==> src/rtl/mem_client_pkg.sv <==
// Shared types and constants for the DDR requester port.
// Address layout is {row, bank, column}; the request entry keeps that split.
package mem_client_pkg;
  localparam int ROW_MSB     = 27;
  localparam int ROW_LSB     = 15;
  localparam int BANK_MSB    = 14;
  localparam int BANK_LSB    = 13;
  localparam int COL_MSB     = 12;
  localparam int ADDR_W      = 28;
  localparam int DATA_W_BITS = 32;
  localparam int RD_LAT_DEF  = 4;

  typedef struct packed {
    logic [ROW_MSB-ROW_LSB:0]   row;
    logic [BANK_MSB-BANK_LSB:0] bank;
    logic [COL_MSB:0]           col;
    logic                       we;
    logic [DATA_W_BITS-1:0]     wdata;
  } req_entry_t;

  function automatic logic [ADDR_W-1:0] entry_addr(req_entry_t e);
    return {e.row, e.bank, e.col};
  endfunction
endpackage

==> src/rtl/mem_client_fifo.sv <==
// Synchronous FIFO with full/empty flags; DEPTH must be a power of two so
// the pointers wrap naturally.
module mem_client_fifo #(
  parameter int DEPTH = 4,
  parameter int WIDTH = 8
) (
  input  logic             clk,
  input  logic             rst,
  input  logic             push,
  input  logic             pop,
  input  logic [WIDTH-1:0] wdata,
  output logic [WIDTH-1:0] rdata,
  output logic             full,
  output logic             empty
);
  localparam int PTR_W = (DEPTH > 1) ? $clog2(DEPTH) : 1;
  localparam logic [PTR_W:0] FULL_CNT = (PTR_W+1)'(DEPTH);

  logic [PTR_W-1:0] wr_ptr_q, wr_ptr_d, rd_ptr_q, rd_ptr_d;
  logic [PTR_W:0]   count_q, count_d;
  logic [WIDTH-1:0] mem_q [DEPTH];
  logic [WIDTH-1:0] mem_d [DEPTH];
  logic             do_push, do_pop;

  assign full    = (count_q == FULL_CNT);
  assign empty   = (count_q == '0);
  assign do_push = push && !full;
  assign do_pop  = pop && !empty;
  assign rdata   = mem_q[rd_ptr_q];

  always_comb begin
    wr_ptr_d = wr_ptr_q;
    rd_ptr_d = rd_ptr_q;
    count_d  = count_q;
    mem_d    = mem_q;
    if (do_push) begin
      mem_d[wr_ptr_q] = wdata;
      wr_ptr_d        = wr_ptr_q + 1'b1;
    end
    if (do_pop) rd_ptr_d = rd_ptr_q + 1'b1;
    // push and pop together leave occupancy unchanged
    if (do_push && !do_pop)      count_d = count_q + 1'b1;
    else if (!do_push && do_pop) count_d = count_q - 1'b1;
  end

  always_ff @(posedge clk or posedge rst) begin
    if (rst) begin
      wr_ptr_q <= '0;
      rd_ptr_q <= '0;
      count_q  <= '0;
      for (int i = 0; i < DEPTH; i++) mem_q[i] <= '0;
    end else begin
      wr_ptr_q <= wr_ptr_d;
      rd_ptr_q <= rd_ptr_d;
      count_q  <= count_d;
      mem_q    <= mem_d;
    end
  end
endmodule

==> src/rtl/mem_client_port.sv <==
// Requester port: queues user requests, presents them on the controller strobe
// interface, and returns read data RD_LAT cycles after accept. MEMCLIENT_TAG_EN adds read tags.
module mem_client_port
  import mem_client_pkg::*;
#(
  parameter int DEPTH  = 4,
  parameter int RD_LAT = RD_LAT_DEF,
  parameter int TAG_W  = 4
) (
  input  logic                   CLK,
  input  logic                   RST,
  input  logic                   REQ_VALID,
  output logic                   REQ_READY,
  input  logic [ADDR_W-1:0]      REQ_ADDR,
  input  logic                   REQ_WE,
  input  logic [DATA_W_BITS-1:0] REQ_WDATA,
`ifdef MEMCLIENT_TAG_EN
  input  logic [TAG_W-1:0]       REQ_TAG,
  output logic [TAG_W-1:0]       RSP_TAG,
`endif
  output logic                   DO_ACT,
  output logic [ADDR_W-1:0]      ADDRESS_REQ,
  output logic                   WE,
  output logic [DATA_W_BITS-1:0] DATA_W,
  input  logic                   COMMAND_LATCHED,
  input  logic [DATA_W_BITS-1:0] DATA_R,
  output logic                   RSP_VALID,
  output logic [DATA_W_BITS-1:0] RSP_DATA,
  output logic                   BUSY
);
`ifdef MEMCLIENT_TAG_EN
  localparam bit TAG_EN = 1'b1;
`else
  localparam bit TAG_EN = 1'b0;
`endif
  localparam int TAG_BITS = TAG_EN ? TAG_W : 0;
  localparam int ENT_W    = $bits(req_entry_t) + TAG_BITS;

  req_entry_t       push_ent, head_ent;
  logic [ENT_W-1:0] fifo_wdata, fifo_rdata;
  logic             full, empty, push, pop, accept_rd;

  always_comb begin
    push_ent       = '0;
    push_ent.row   = REQ_ADDR[ROW_MSB:ROW_LSB];
    push_ent.bank  = REQ_ADDR[BANK_MSB:BANK_LSB];
    push_ent.col   = REQ_ADDR[COL_MSB:0];
    push_ent.we    = REQ_WE;
    push_ent.wdata = REQ_WDATA;
  end

`ifdef MEMCLIENT_TAG_EN
  logic [TAG_W-1:0] head_tag;
  assign fifo_wdata           = {REQ_TAG, push_ent};
  assign {head_tag, head_ent} = fifo_rdata;
`else
  assign fifo_wdata = push_ent;
  assign head_ent   = fifo_rdata;
`endif

  // Ready looks only at current occupancy, so a same-cycle pop never frees a slot.
  assign REQ_READY = !full && !RST;
  assign push      = REQ_VALID && REQ_READY;
  assign pop       = COMMAND_LATCHED && !empty;
  assign accept_rd = pop && !head_ent.we;

  mem_client_fifo #(.DEPTH(DEPTH), .WIDTH(ENT_W)) u_fifo (
    .clk   (CLK),
    .rst   (RST),
    .push  (push),
    .pop   (pop),
    .wdata (fifo_wdata),
    .rdata (fifo_rdata),
    .full  (full),
    .empty (empty)
  );

  // Head fields are masked while empty so stale storage never leaks out.
  assign DO_ACT      = !empty;
  assign ADDRESS_REQ = empty ? '0 : entry_addr(head_ent);
  assign WE          = !empty && head_ent.we;
  assign DATA_W      = empty ? '0 : head_ent.wdata;

  logic [RD_LAT-1:0]      vld_pipe_q, vld_pipe_d;
  logic                   rsp_valid_q, rsp_valid_d;
  logic [DATA_W_BITS-1:0] rsp_data_q, rsp_data_d;

  always_comb begin
    vld_pipe_d = vld_pipe_q;
    for (int i = RD_LAT-1; i > 0; i--) vld_pipe_d[i] = vld_pipe_q[i-1];
    vld_pipe_d[0] = accept_rd;
    rsp_valid_d   = vld_pipe_q[RD_LAT-1];
    rsp_data_d    = vld_pipe_q[RD_LAT-1] ? DATA_R : rsp_data_q;
  end

  always_ff @(posedge CLK or posedge RST) begin
    if (RST) begin
      vld_pipe_q  <= '0;
      rsp_valid_q <= 1'b0;
      rsp_data_q  <= '0;
    end else begin
      vld_pipe_q  <= vld_pipe_d;
      rsp_valid_q <= rsp_valid_d;
      rsp_data_q  <= rsp_data_d;
    end
  end

  assign RSP_VALID = rsp_valid_q;
  assign RSP_DATA  = rsp_data_q;
  assign BUSY      = !empty || (|vld_pipe_q);

`ifdef MEMCLIENT_TAG_EN
  // Tag travels alongside the valid bit; only meaningful where the bit is set.
  logic [RD_LAT-1:0][TAG_W-1:0] tag_pipe_q, tag_pipe_d;
  logic [TAG_W-1:0]             rsp_tag_q, rsp_tag_d;

  always_comb begin
    tag_pipe_d = tag_pipe_q;
    for (int i = RD_LAT-1; i > 0; i--) tag_pipe_d[i] = tag_pipe_q[i-1];
    tag_pipe_d[0] = head_tag;
    rsp_tag_d     = vld_pipe_q[RD_LAT-1] ? tag_pipe_q[RD_LAT-1] : rsp_tag_q;
  end

  always_ff @(posedge CLK or posedge RST) begin
    if (RST) begin
      tag_pipe_q <= '0;
      rsp_tag_q  <= '0;
    end else begin
      tag_pipe_q <= tag_pipe_d;
      rsp_tag_q  <= rsp_tag_d;
    end
  end

  assign RSP_TAG = rsp_tag_q;
`endif
endmodule

==> config.mk <==
export PLATFORM = sky130hd
export DESIGN_NAME = mem_client_port
export DESIGN_NICKNAME = d
export VERILOG_FILES = /design/src/rtl/mem_client_pkg.sv /design/src/rtl/mem_client_fifo.sv /design/src/rtl/mem_client_port.sv
export SDC_FILE = /design/constraint.sdc
export NUM_CORES = 1
export LEC_CHECK = 0
export ABC_AREA = 1
export ABC_CLOCK_PERIOD_IN_PS = 5200
export BUFFER_PORTS_ARGS = -buffer_cell sky130_fd_sc_hd__buf_2
export CAP_MARGIN = 20
export CORE_MARGIN = 2
export CORE_UTILIZATION = 50
export DETAILED_ROUTE_END_ITERATION = 7
export PLACE_DENSITY = 0.74
export SYNTH_ARGS = -nofsm -noshare
export SYNTH_HDL_FRONTEND = slang
export SYNTH_SLANG_ARGS = --single-unit
==> constraint.sdc <==
create_clock -name CLK -period 5.2 [get_ports CLK]
set_input_delay 0.26 -clock CLK [delete_from_list [all_inputs] [get_ports CLK]]
set_output_delay 0.26 -clock CLK [all_outputs]
set_load 0.02 [all_outputs]
# Word-level counts from Yosys, hierarchy flattened
# Cells that the tools add are included.
[op_classes]
add_sub_neg = 4
order_cmp = 3
eq_ne = 1
bitwise_logic = 2
n_reduce_logical = 20
n_mux = 10
[op_table]
columns = ["operator", "count"]
rows = [
  ["$bwmux 244", 1],
  ["$mux 61", 3],
  ["$bmux 61 s2", 1],
  ["$demux 61 s2", 1],
  ["$mux 32", 1],
  ["$mux 28", 1],
  ["$logic_and 1x1->1", 10],
  ["$ge 3x3->1 const B", 2],
  ["$logic_not 1->1", 6],
  ["$mux 3", 2],
  ["$not 2->3", 2],
  ["$add 2x1->2 const B", 2],
  ["$reduce_or 4->1", 1],
  ["$add 3x1->3 const B", 1],
  ["$eq 3x3->1 const B", 1],
  ["$logic_not 3->1", 1],
  ["$lt 3x1->1 const B", 1],
  ["$sub 3x1->3 const B", 1],
  ["$reduce_bool 2->1", 1],
  ["$logic_or 1x1->1", 1],
]
[word_totals]
reg_bits = 288
inputBits = 97

# Depth between registers and ports, before layout
# Gate-level depths: netlist of run 1.
[depth]
depth_word = 9
depth_mapped = 12
mapped_depth_nobuf = 11

# Cells and area by module
# From an unflattened synthesis of run 1, not the netlist that was laid out.
[unflattened]
hier_cells = 1827
area_unflattened_um2 = 14659.1
[modules_own_cells]
columns = ["module", "cells_each", "instances", "seq_area_each_um2", "area_each_um2"]
rows = [
  ["mem_client_fifo", 1548, 1, 6281.0, 12570.8],
  ["mem_client_port", 279, 1, 925.9, 2088.3],
]

# Least setup slack after synthesis of run 1
# OpenSTA, ideal clock, no wires.
[synth_timing]
path_kind = "input to register"
startpoint = "input RST"
endpoint = "register u_fifo.mem_q[243] (netlist name)"
stages = 5
path_slack_ns = -4.407
path_buffers = 1
arrival_time_ns = 9.542
cell_sequence = "clkinv_1 nand4_2 buf_4 nand2_1 nand2_1"
[synth_via]
elab_chain_len = 4
[synth_rtl]
columns = ["item", "line_no", "rtl"]
rows = [
  ["from (decl)", "mem_client_port.sv:11", "input logic RST,"],
  ["$logic_not 1->1 (no source line)", "-", ""],
  ["$logic_and 1x1->1", "mem_client_port.sv:62", "assign REQ_READY = !full && !RST;"],
  ["$logic_and 1x1->1", "mem_client_port.sv:63", "assign push = REQ_VALID && REQ_READY;"],
  ["$logic_and 1x1->1", "mem_client_fifo.sv:27", "assign do_push = push && !full;"],
  ["to (signal assigned)", "mem_client_fifo.sv:56", "mem_q <= mem_d;"],
  ["to (decl)", "mem_client_fifo.sv:21", "logic [WIDTH-1:0] mem_q [DEPTH];"],
]
# No other way between the ends.
# A chain may end at the register's enable or synchronous reset.

# Worst setup path in the final report of run 1
[layout_timing]
startpoint = "register u_fifo.rd_ptr_q[0]"
endpoint = "output DATA_W[20]"
[layout_via]
elab_chain_len = 5
[layout_rtl]
columns = ["item", "line_no", "rtl"]
rows = [
  ["from (decl)", "mem_client_fifo.sv:19", "logic [PTR_W-1:0] wr_ptr_q, wr_ptr_d, rd_ptr_q, rd_ptr_d;"],
  ["from (signal assigned)", "mem_client_fifo.sv:54", "rd_ptr_q <= rd_ptr_d;"],
  ["$not 2->3 (implied by the code)", "mem_client_fifo.sv:29", "assign rdata = mem_q[rd_ptr_q];"],
  ["$bmux 61 s2", "mem_client_fifo.sv:29", ""],
  ["$mux 61 (implied by the code) (2 in series)", "mem_client_fifo.sv:29", ""],
  ["$mux 32", "mem_client_port.sv:82", "assign DATA_W = empty ? '0 : head_ent.wdata;"],
  ["to (decl)", "mem_client_port.sv:24", "output logic [DATA_W_BITS-1:0] DATA_W,"],
]
# No other way between the ends. The select of a mux whose other input is x is not followed.

==> summary.md, run 1 <==
| Metric | Value |
|---|---|
| Final Critical Period | roughly 3.1 ns |
| Vias | 13020 |
| Crit Reg-Reg Startpoint | u_fifo.count_q[0]$_DFFE_PP0P_ |
| Critical path class | reg2out |
| Starting Density | 0.5122 |
| Post-Route Setup TNS | 0 ns |
| LEAKAGE | 8.333 nW |
| Switching share of power | 0.4449 |
| R2R setup slack | 2.98 ns |
| DRT Wirelength | ~41000 um |
| Number of synthesized register bits | between 200 and 300 |
| Buffers on Ports | 193 |
| Crit. End Element | output port |
| P_sw | 5.053 mW |
| Synth unique cells | 27 |
| Worst Hold Launch | REQ_ADDR[16] |
| Global-route wire length before repair | 67010 um |
| Syn nets | between 1500 and 2000 |
| Flop pwr share | 0.346 |
| Setup-failing EPs final | 0 |
| 1st-iter DRT viols | 1321 |
| Startpoint types | flop |
| Initial antenna violation count | 2 |
| RSZ-0062 raised after global routing | false |
| Clock Latency Late Sink | 0.55 ns |
| Relative slew slack | 0.3041 |
| CTS Buf Count | 30 |
| # IOs | 194 |
| Fraction of layout cells with a size suffix above 1 | 0.1649 |
| Place WS | roughly 2.6 ns |
| Clock slew at reported path FFs | 0.06 ns |
| Commonest non-fill, non-tap cell in the layout | nand2_1 |
| CTS max path bufs | 3 |
| Worst R2R Path Depth | 6 |
| FF/Latch Area | 0.007212 mm2 |
| Number of global-route vias before repair | 12880 |
| Pint | 6.304 mW |
| Clock tree sinks | 288 |
| Die height | 170.6 um |
| Area of the core region | 0.02710 mm2 |
| Clock Power Share | 0.186 |
| Grt ovf | 0 |
| Fin. Hold Viols | 0 |
| Avg WL per Cell | 18.44 um |
| Total Routing Usage GR | 0.2840 |
| Worst endpoint required time | 4.94 ns |
| Die area | 0.02911 mm2 |
| Total iterations of the first detailed-routing run | 5 |
| Seq/Total Area, Yosys | 0.5192 |
| Maxcap violations | 0 |
| Tcrit/Tclk final | 0.6036 |
| Pwr Density | 684.0 mW/mm2 |
| Fillcell total | 2329 |
| Critical path peak fanout | 71 |
| Fin. max-slew vios | 0 |
| Via-per-instance ratio | 5.793 |
| Comb pwr share | 0.468 |
| Placed insts | 2111 |
| Setup WS post-layout | 2.061 ns |
| Min Hold Slack | 0.01454 ns |
| Synth warnings | 0 |
| Root Driver | clkbuf_16 |
| Clk_skew | 0.007989 ns |
| Hold Path Stages | 3 |
| DRT antenna net count | 0 |
| Num rows | 60 |
| Non-filler cells, final | 2247 |
| Hold Crit Endpoint | u_fifo.mem_q[232]$_DFFE_PP0P_ |
| Post-synthesis cell area | 0.01388 mm2 |
| Reg2reg end | u_fifo.mem_q[57]$_DFFE_PP0P_ |
| Critical Path Start | u_fifo.rd_ptr_q[0]$_DFFE_PP0P_ |
| Synth Instances | 1681 |
| Post-CTS Setup Inserts | 0 |
| Net count, final | 1961 |
| Max Fclk | 318.6 MHz |
| Worst Tran Pin Value | 1.044 ns |
| Die width | 170.6 um |
| CTS tree | yes |
| DR DRC count | 0 |
| Most frequent cells in the layout | nand2_1 (501), dfrtp_1 (286), nor2_1 (245), nand4_1 (244), buf_2 (192) |
| Total power | 11.36 mW |
| Syn Area/Cell | ~8.3 um2 |
| CP arrival | 2.88 ns |
| Min-Delay Path Class | in2reg |
| H-tree depth | 1 |
| Area growth from synthesis to layout | 19.62% |
| RePlAce Congestion | 0.7855 |
| Footprint of the multi-input gates | 0.005856 mm2 |
| Final HPWL DP | 21730 um |
| Largest net degree at the start of global routing | 248 |
| Maximum vdd ir drop | a little under 700 uV |
| Outcome | finished, final reports clean |
[worst max path at each step]
stage	slack [ns]	depth (start not counted)	endpoint
CTS	2.05	6	DATA_W[0]
detailed placement	2.59	6	u_fifo.mem_q[139]$_DFFE_PP0P_
floorplan	0.09	5	u_fifo.mem_q[243]$_DFFE_PP0P_
global placement	2.62	6	u_fifo.mem_q[157]$_DFFE_PP0P_
finish	2.06	5	DATA_W[20]
global route	1.85	5	DATA_W[15]
[registers in the layout, indices dropped and copies added, names as in the netlist]
signal,cells
RSP_DATA,32
u_fifo.mem_q,244
u_fifo.wr_ptr_q,2
vld_pipe_q,4
u_fifo.rd_ptr_q,2
u_fifo.count_q,3
RSP_VALID,1
[power groups by stage]
stage / Combinational, mW / Sequential [mW] / Clock, mW
2_1_floorplan: 3.62 / 3.92 / 0
3_3_place_gp: 5.06 / 3.93 / 0
3_5_place_dp: 5.19 / 3.92 / 0
4_1_cts: 5.27 / 3.91 / 2.14
5_1_grt: 5.87 / 4.05 / 2.22
6_report: 5.31 / 3.94 / 2.11
[cell families (layout without fill, tap and decap cells)]
group / count (synthesis) / after routing / share of synthesized area
DFF: 288 / 288 / 0.5192
and+or+nand+nor: 999 / 999 / 0.3173
AOI/OAI and AO/OA: 184 / 184 / 0.06733
muxes: 33 / 33 / 0.02677
adders and majority gates: 6 / 6 / 0.005949
buffers and inverters: 167 / 360 / 0.06093
xor gates and xnor gates: 4 / 4 / 0.002524
other: 0 / 1 / 0
[synth_stat cells]
| master | number | area (um2) |
|---|---|---|
| nor2_2 | 1 | 6.260 |
| o211ai_1 | 1 | 7.510 |
| o21ai_1 | 32 | 160.2 |
| buf_6 | 12 | 135.1 |
| xor2_1 | 3 | 26.28 |
| buf_2 | 56 | 280.3 |
| buf_1 | 2 | 7.510 |
| a21oi_4 | 1 | 16.27 |
| dfrtp_1 | 288 | 7207 |
| nor4_1 | 1 | 6.260 |
| xnor2_1 | 1 | 8.760 |
| nand3_1 | 3 | 15.01 |
| fa_1 | 1 | 20.02 |
| nor2_1 | 245 | 919.6 |
| ha_1 | 5 | 62.56 |
| clkbuf_2 | 2 | 10.01 |
| nand2_1 | 501 | 1881 |
| clkbuf_1 | 70 | 262.8 |
| buf_4 | 15 | 112.6 |
| inv_1 | 6 | 22.52 |
| o21ai_0 | 89 | 445.4 |
| a21oi_1 | 61 | 305.3 |
| nand4_2 | 4 | 50.05 |
| inv_2 | 3 | 11.26 |
| mux2_2 | 33 | 371.6 |
| clkinv_1 | 1 | 3.750 |
| nand4_1 | 244 | 1526 |
[worst max-delay path, cell delays in order, from the launching register on]
cell	delay (ns)
dfrtp_4	0.52
clkinv_2	0.75
buf_4	0.55
o21ai_0	0.21
a21oi_1	0.10
buf_2	0.19
[final cells by class]
type,instances,share of cell area
Tap cell,372,0.02803
Timing Repair Buffer,302,0.1240
Antenna cell,1,0.0001507
Clock buffer,44,0.05508
Clock inverter,4,0.002713
Sequential cell,288,0.4343
Inverter,10,0.003089
Multi-Input combinational cell,1226,0.3526
[metal layers]
metal | global-route usage | share of wire
met1 | 0.3939 | 0.43
met2 | 0.4573 | 0.47
met3 | 0.04904 | 0.085
met4 | 0.08919 | 0.019
met5 | 0 | 0.00027
[stage by stage]
| stage | utilization | cell area (um2) |
|---|---|---|
| final | 0.6127 | 16600 |
| after global routing | 0.6127 | 16600 |
| after CTS | 0.6116 | 16570 |
| after detailed placement | 0.5444 | 14750 |
| after global placement | 0.5434 | 14730 |
| after floorplan | - | 13880 |
[timing repair]
| action | in CTS | in global routing |
|---|---|---|
| resized for setup | 0 | 0 |
| hold buffers | 86 | 0 |
| endpoints found under the hold margin | 322 | 0 |
(Power assumes the default switching activity.)
==> run 2: changes to the inputs <==
--- a/config.mk
+++ b/config.mk
@@ -6,13 +6,13 @@
 export NUM_CORES = 1
 export LEC_CHECK = 0
 export ABC_AREA = 1
-export ABC_CLOCK_PERIOD_IN_PS = 5200
+export ABC_CLOCK_PERIOD_IN_PS = 3000
 export BUFFER_PORTS_ARGS = -buffer_cell sky130_fd_sc_hd__buf_2
 export CAP_MARGIN = 20
 export CORE_MARGIN = 2
 export CORE_UTILIZATION = 50
 export DETAILED_ROUTE_END_ITERATION = 7
-export PLACE_DENSITY = 0.74
+export PLACE_DENSITY = 0.71
 export SYNTH_ARGS = -nofsm -noshare
 export SYNTH_HDL_FRONTEND = slang
 export SYNTH_SLANG_ARGS = --single-unit
==> constraint.sdc (replaced) <==
create_clock -name CLK -period 3 [get_ports CLK]
set_input_delay 0.15 -clock CLK [delete_from_list [all_inputs] [get_ports CLK]]
set_output_delay 0.15 -clock CLK [all_outputs]
set_load 0.02 [all_outputs]
==> summary.md, run 2 (synthesis gave the netlist of run 1 again) <==
| Metric | Value |
|---|---|
| Pwr Density | 1184 mW/mm2 (was 684.0 mW/mm2) |
| RePlAce Congestion | 0.7549 (was 0.7855) |
| CTS tree | yes (unchanged) |
| H-tree depth | 1 (unchanged) |
| FF/Latch Area | 0.007212 mm2 (unchanged) |
| DRT antenna net count | 0 (unchanged) |
| Global-route wire length before repair | 66960 um (was 67010 um) |
| Maxcap violations | 0 (unchanged) |
| DR DRC count | 0 (unchanged) |
| Total Routing Usage GR | 0.2861 (was 0.2840) |
| CTS max path bufs | 3 (unchanged) |
| Crit. End Element | output port (unchanged) |
| Fillcell total | 2259 (was 2329) |
| R2R setup slack | 0.77 ns (was 2.98 ns) |
| Startpoint types | flop (unchanged) |
| Setup-failing EPs final | 0 (unchanged) |
| RSZ-0062 raised after global routing | false (unchanged) |
| Finished Cell Area | 0.01691 mm2 (was 0.01660 mm2) |
| Clock tree sinks | 288 (unchanged) |
| Fin. Hold Viols | 0 (unchanged) |
| Largest net degree at the start of global routing | 248 (unchanged) |
| Min-Delay Path Class | in2reg (unchanged) |
| LEAKAGE | 8.455 nW (was 8.333 nW) |
| Total iterations of the first detailed-routing run | 6 (was 5) |
| Vias | 13080 (was 13020) |
| Outcome | finished, final reports clean (unchanged) |
| Worst Tran Pin Value | 1.068 ns (was 1.044 ns) |
| Min Hold Slack | 0.04015 ns (was 0.01454 ns) |
| Total power | 20.03 mW (was 11.36 mW) |
| Final HPWL DP | 20970 um (was 21730 um) |
| Fraction of layout cells with a size suffix above 1 | 0.1675 (was 0.1649) |
| DRT Wirelength | 41770 um (was 41430 um) |
| Critical path peak fanout | 247 (was 71) |
| Reg2reg end | u_fifo.mem_q[179]$_DFFE_PP0P_ (was u_fifo.mem_q[57]$_DFFE_PP0P_) |
| Starting Density | 0.5122 (unchanged) |
| Most frequent cells in the layout | nand2_1 (501), dfrtp_1 (286), nor2_1 (245), nand4_1 (244), buf_2 (192) (unchanged) |
| Worst path bufs/invs | 2 (was 3) |
| Max reg flops | 244 (unchanged) |
| Die height | 170.6 um (unchanged) |
| Hold Path Stages | 3 (unchanged) |
| Family with the most delay on the worst path | buffers and inverters (unchanged) |
| Footprint of the multi-input gates | 0.005873 mm2 (was 0.005856 mm2) |
| 1st-iter DRT viols | 1260 (was 1321) |
| Crit Reg-Reg Startpoint | u_fifo.count_q[0]$_DFFE_PP0P_ (unchanged) |
| Die area | 0.02911 mm2 (unchanged) |
| Critical path cell sequence | nor2_2 -> a21oi_4 -> buf_12 -> buf_2 (was clkinv_2 -> buf_4 -> o21ai_0 -> a21oi_1 -> buf_2) |
| Avg WL per Cell | 18.42 um (was 18.44 um) |
| Root Driver | clkbuf_16 (unchanged) |
| Slowest cell on the critical path | buf_12 (was clkinv_2) |
| Tcrit/Tclk final | 0.8681 |
| Critical Path Start | u_fifo.count_q[0]$_DFFE_PP0P_ (was u_fifo.rd_ptr_q[0]$_DFFE_PP0P_) |
| Relative slew slack | 0.2878 (was 0.3041) |
| Commonest non-fill, non-tap cell in the layout | nand2_1 (unchanged) |
| # IOs | 194 (unchanged) |
| Worst R2R Path Depth | 6 (unchanged) |
| CTS Buf Count | 31 (was 30) |
| Fin. max-slew vios | 0 (unchanged) |
| Clock slew at reported path FFs | 0.06 ns (about the same) |
| Cell area after placement | 0.01485 mm2 (was 0.01475 mm2) |
| CP arrival | 2.45 ns (was 2.88 ns) |
| Buffers on Ports | 193 (unchanged) |
| Max Fclk | about 380 MHz |
| Worst Hold Launch | REQ_VALID (was REQ_ADDR[16]) |
| Worst endpoint required time | 2.85 ns (was 4.94 ns) |
| Die width | 170.6 um (unchanged) |
| Hold Crit Endpoint | u_fifo.mem_q[207]$_DFFE_PP0P_ (was u_fifo.mem_q[232]$_DFFE_PP0P_) |
| Area growth from synthesis to layout | 21.83% (was 19.62%) |
| Clk_skew | 0.01184 ns (was 0.007989 ns) |
| Via-per-instance ratio | 5.765 (was 5.793) |
| Critical path class | reg2out (unchanged) |
| Clock Latency Late Sink | 0.56 ns (was 0.55 ns) |
| Maximum vdd ir drop | 795.6 uV (was 681.9 uV) |
| Area of the core region | 0.02710 mm2 (unchanged) |
| Initial antenna violation count | 3 (was 2) |
| CP max stage delay | 0.75 ns (about the same) |
| Num rows | 60 (unchanged) |
| Number of global-route vias before repair | 12630 (was 12880) |
| Grt ovf | 0 (unchanged) |
| Post-CTS Resized | 0 (unchanged) |
| Largest reg by FF count | u_fifo.mem_q (unchanged) |
| Post-Route Setup TNS | 0 ns (unchanged) |
| Final Critical Period | 2.604 ns |
| Net count, final | 1973 (was 1961) |
==> run 2: cell types whose count changed in the layout (fill, tap and decap cells not counted), sizes merged <==
cell         previous run  this run
bufinv                  1         3
diode                   1         3
buf                   216       218
inv                     8        10
dlygate4sd3            86        95
clkinv                  5         7
clkbuf                 44        45
clkinvlp                0         1
==> run 2: cell type report <==
type | count | share of cell area
clock inverter | 11 | 0.008434
sequential | 288 | 0.4265
antenna | 3 | 0.0004439
inverter | 10 | 0.003033
tap | 372 | 0.02752
timing repair buffer | 313 | 0.1331
multi-input combinational | 1226 | 0.3473
clock buffer | 45 | 0.05371
==> run 2: timing repair <==
action / in CTS / in global routing
endpoints found under the hold margin: 347 / 0
setup buffers: 0 / 0
hold buffers: 95 / 0
==> run 2: layer usage <==
layer	up-vias	wire length, um	GRT usage
met2	621	20060	0.4855
met3	71	3389	0.04002
met1	6315	17420	0.3856
met4	0	893	0.07915
met5	-	0	0
li1	6068	-	-
==> run 2: how the worst max path moves through the flow <==
| stage | depth (start not counted) | slack [ns] | endpoint |
|---|---|---|---|
| finish | 4 | 0.40 | REQ_READY |
| global route | 6 | 0.29 | ADDRESS_REQ[21] |
| CTS | 4 | 0.43 | WE |
| detailed placement | 6 | 0.78 | u_fifo.mem_q[179]$_DFFE_PP0P_ |
| global placement | 6 | 0.87 | u_fifo.mem_q[140]$_DFFE_PP0P_ |
| floorplan | 5 | 0.12 | u_fifo.mem_q[243]$_DFFE_PP0P_ |
==> run 2: where the power goes <==
| group | internal (mW) | switching [mW] |
|---|---|---|
| logic | 3.07 | 6.26 |
| clock network | 2.35 | 1.55 |
| registers | 5.74 | 1.06 |
| total | 11.2 | 8.87 |
==> run 2: worst reg2reg max path: cells and delay by family, from the launching register on <==
family / cells / cell delay (ns)
flip-flops: 1 / 0.43
buffers and inverters: 1 / 0.45
AND/OR/NAND/NOR: 5 / 1.25
==> run 2: stage by stage <==
step / utilization / setup WS (ns) / cells
finish: 0.6240 / 0.3957 / 2268
detailed placement: 0.5478 / 0.7848 / 2112
global placement: 0.5478 / 0.8682 / 2112
CTS: 0.6217 / 0.4338 / 2263
global route: 0.6240 / 0.2853 / 2268
floorplan: - / 0.1151 / 1681
==> run 3: changes to the inputs <==
--- a/config.mk
+++ b/config.mk
@@ -12,6 +12,7 @@
 export CORE_MARGIN = 2
 export CORE_UTILIZATION = 50
 export DETAILED_ROUTE_END_ITERATION = 7
+export GPL_TIMING_DRIVEN = 0
 export PLACE_DENSITY = 0.71
 export SYNTH_ARGS = -nofsm -noshare
 export SYNTH_HDL_FRONTEND = slang
==> summary.md, run 3 (synthesis gave the netlist of run 1 again) <==
| Metric | Value |
|---|---|
| CTS max path bufs | 3 (unchanged) |
| CP arrival | 2.39 ns (was 2.45 ns) |
| Post-Route Setup TNS | 0 ns (unchanged) |
| Critical path class | reg2out (unchanged) |
| Die area | 0.02911 mm2 (unchanged) |
| Die width | 170.6 um (unchanged) |
| Post-CTS Resized | 0 (unchanged) |
| Most frequent CP cell | buf_2 |
| Clock slew at reported path FFs | 0.06 ns (about the same) |
| Relative slew slack | 0.3613 (was 0.2878) |
| H-tree depth | 2 (was 1) |
| Clock tree sinks | 288 (unchanged) |
| Number of global-route vias before repair | 13150 (was 12630) |
| Largest net degree at the start of global routing | 293 (was 248) |
| CTS tree | yes (unchanged) |
| Clock Latency Late Sink | 0.51 ns (was 0.56 ns) |
| Pwr Density | 1187 mW/mm2 (was 1184 mW/mm2) |
| CP max stage delay | 0.35 ns (was 0.75 ns) |
| # IOs | 194 (unchanged) |
| Worst Tran Pin Value | 0.9580 ns (was 1.068 ns) |
| Area of the core region | 0.02710 mm2 (unchanged) |
| Outcome | finished, final reports clean (unchanged) |
| Total iterations of the first detailed-routing run | 7 (was 6) |
| Final Critical Period | 2.537 ns (was 2.604 ns) |
| Max reg flops | 244 (unchanged) |
| Initial antenna violation count | 1 (was 3) |
| Commonest non-fill, non-tap cell in the layout | nand2_1 (unchanged) |
| Max Fclk | 394.2 MHz (was 384.0 MHz) |
| Worst endpoint required time | 2.85 ns (about the same) |
| Vias | 13800 (was 13080) |
| Num rows | 60 (unchanged) |
| Cts hold-fix bufs | 95 (unchanged) |
| Die height | 170.6 um (unchanged) |
| Grt ovf | 0 (unchanged) |
| Setup-failing EPs final | 0 (unchanged) |
| Buffers on Ports | 192 (was 193) |
| RePlAce Congestion | 0.8509 (was 0.7549) |
| LEAKAGE | 8.793 nW (was 8.455 nW) |
| DRT antenna net count | 0 (unchanged) |
| Avg WL per Cell | 19.01 um (was 18.42 um) |
| Fin. Hold Viols | 0 (unchanged) |
| Tcrit/Tclk final | 0.8455 (was 0.8681) |
| Post-CTS Setup Inserts | 0 (unchanged) |
| Fin. max-slew vios | 0 (unchanged) |
| Cell area after placement | 0.01533 mm2 (was 0.01485 mm2) |
| Critical path peak fanout | 10 (was 247) |
| 1st-iter DRT viols | 1454 (was 1260) |
| Via-per-instance ratio | 5.753 (was 5.765) |
| Critical path cell sequence | buf_2 -> inv_2 -> buf_2 -> buf_2 -> o21ai_1 -> a21oi_1 -> buf_2 (was nor2_2 -> a21oi_4 -> buf_12 -> buf_2) |
| Finished Cell Area | 0.01739 mm2 (was 0.01691 mm2) |
| Clk_skew | 0.008720 ns (was 0.01184 ns) |
| Net count, final | 2107 (was 1973) |
| Root Driver | clkbuf_16 (unchanged) |
| Most frequent cells in the layout | nand2_1 (501), dfrtp_1 (288), buf_2 (248), nor2_1 (245), nand4_1 (244) (was nand2_1 (501), dfrtp_1 (286), nor2_1 (245), nand4_1 (244), buf_2 (192)) |
| Fraction of layout cells with a size suffix above 1 | 0.1841 (was 0.1675) |
| Total Routing Usage GR | 0.3126 (was 0.2861) |
| CTS Buf Count | 34 (was 31) |
| Largest reg by FF count | u_fifo.mem_q (unchanged) |
| Startpoint types | flop (unchanged) |
| Global-route wire length before repair | 71320 um (was 66960 um) |
| Final HPWL DP | 28970 um (was 20970 um) |
| Maxcap violations | 0 (unchanged) |
| Min-Delay Path Class | in2reg (unchanged) |
| Area growth from synthesis to layout | 25.30% (was 21.83%) |
| RSZ-0062 raised after global routing | false (unchanged) |
| Total power | 20.64 mW (was 20.03 mW) |
| Maximum vdd ir drop | 572.5 uV (was 795.6 uV) |
| DR DRC count | 0 (unchanged) |
| DRT Wirelength | 45610 um (was 41770 um) |
| Crit. End Element | output port (unchanged) |
| Starting Density | 0.5122 (unchanged) |
| Slowest cell on the critical path | dfrtp_1 (was buf_12) |
[run 3: metrics by stage]
step	util	worst slack, ns	hold slack [ns]	std cells
floorplan	-	0.1151	0.2944	1681
global placement	0.5650	-1.392	0.3555	2245
detailed placement	0.5658	0.5669	0.3625	2245
CTS	0.6417	0.4908	0.1901	2398
global route	0.6418	0.3825	0.2146	2399
finish	0.6418	0.4634	0.2201	2399
[run 3: report_power, final]
part / internal (mW) / switching [mW]
clock: 2.48 / 1.65
sequential: 5.73 / 0.990
combinational: 3.25 / 6.55
[run 3: worst paths after layout]
kind	to	start	depth (start not counted)	slack [ns]
min in group asynchronous	u_fifo.mem_q[205]$_DFFE_PP0P_	RST	3	0.44
worst min-delay path	u_fifo.mem_q[142]$_DFFE_PP0P_	REQ_VALID	4	0.22
worst max-delay path	DATA_W[20]	u_fifo.rd_ptr_q[0]$_DFFE_PP0P_	7	0.46
worst min register to register	vld_pipe_q[3]$_DFF_PP0_	vld_pipe_q[2]$_DFF_PP0_	0	0.38
max in group asynchronous	u_fifo.mem_q[163]$_DFFE_PP0P_	RST	3	1.82
worst max register to register	u_fifo.mem_q[58]$_DFFE_PP0P_	u_fifo.wr_ptr_q[0]$_DFFE_PP0P_	6	0.47
[run 3: area by class of cell]
cell class	instances	area (um2)
diodes	1	2.502
plain buffers	157	808.3
clock buffers	47	991.0
clock inverters	11	115.1
fillers	2310	9708
inverters	10	63.81
multi-input cells	1226	5828
flip-flops and latches	288	7207
well taps	372	465.4
repair buffers	287	1912
[run 3: per-layer routing]
layer	vias up	global-route usage	wire, um
met5	-	0	0
met4	0	0.1230	1594
met3	104	0.05274	3678
met2	691	0.4920	20870
met1	6686	0.4339	19470
li1	6321	-	-
[run 3: worst max-delay path, delay by kind of cell (launching register included)]
| family | cells | cell delay (ns) |
|---|---|---|
| AO/OA/AOI/OAI | 2 | 0.42 |
| flip-flops | 1 | 0.35 |
| buffers and inverters | 5 | 1.10 |
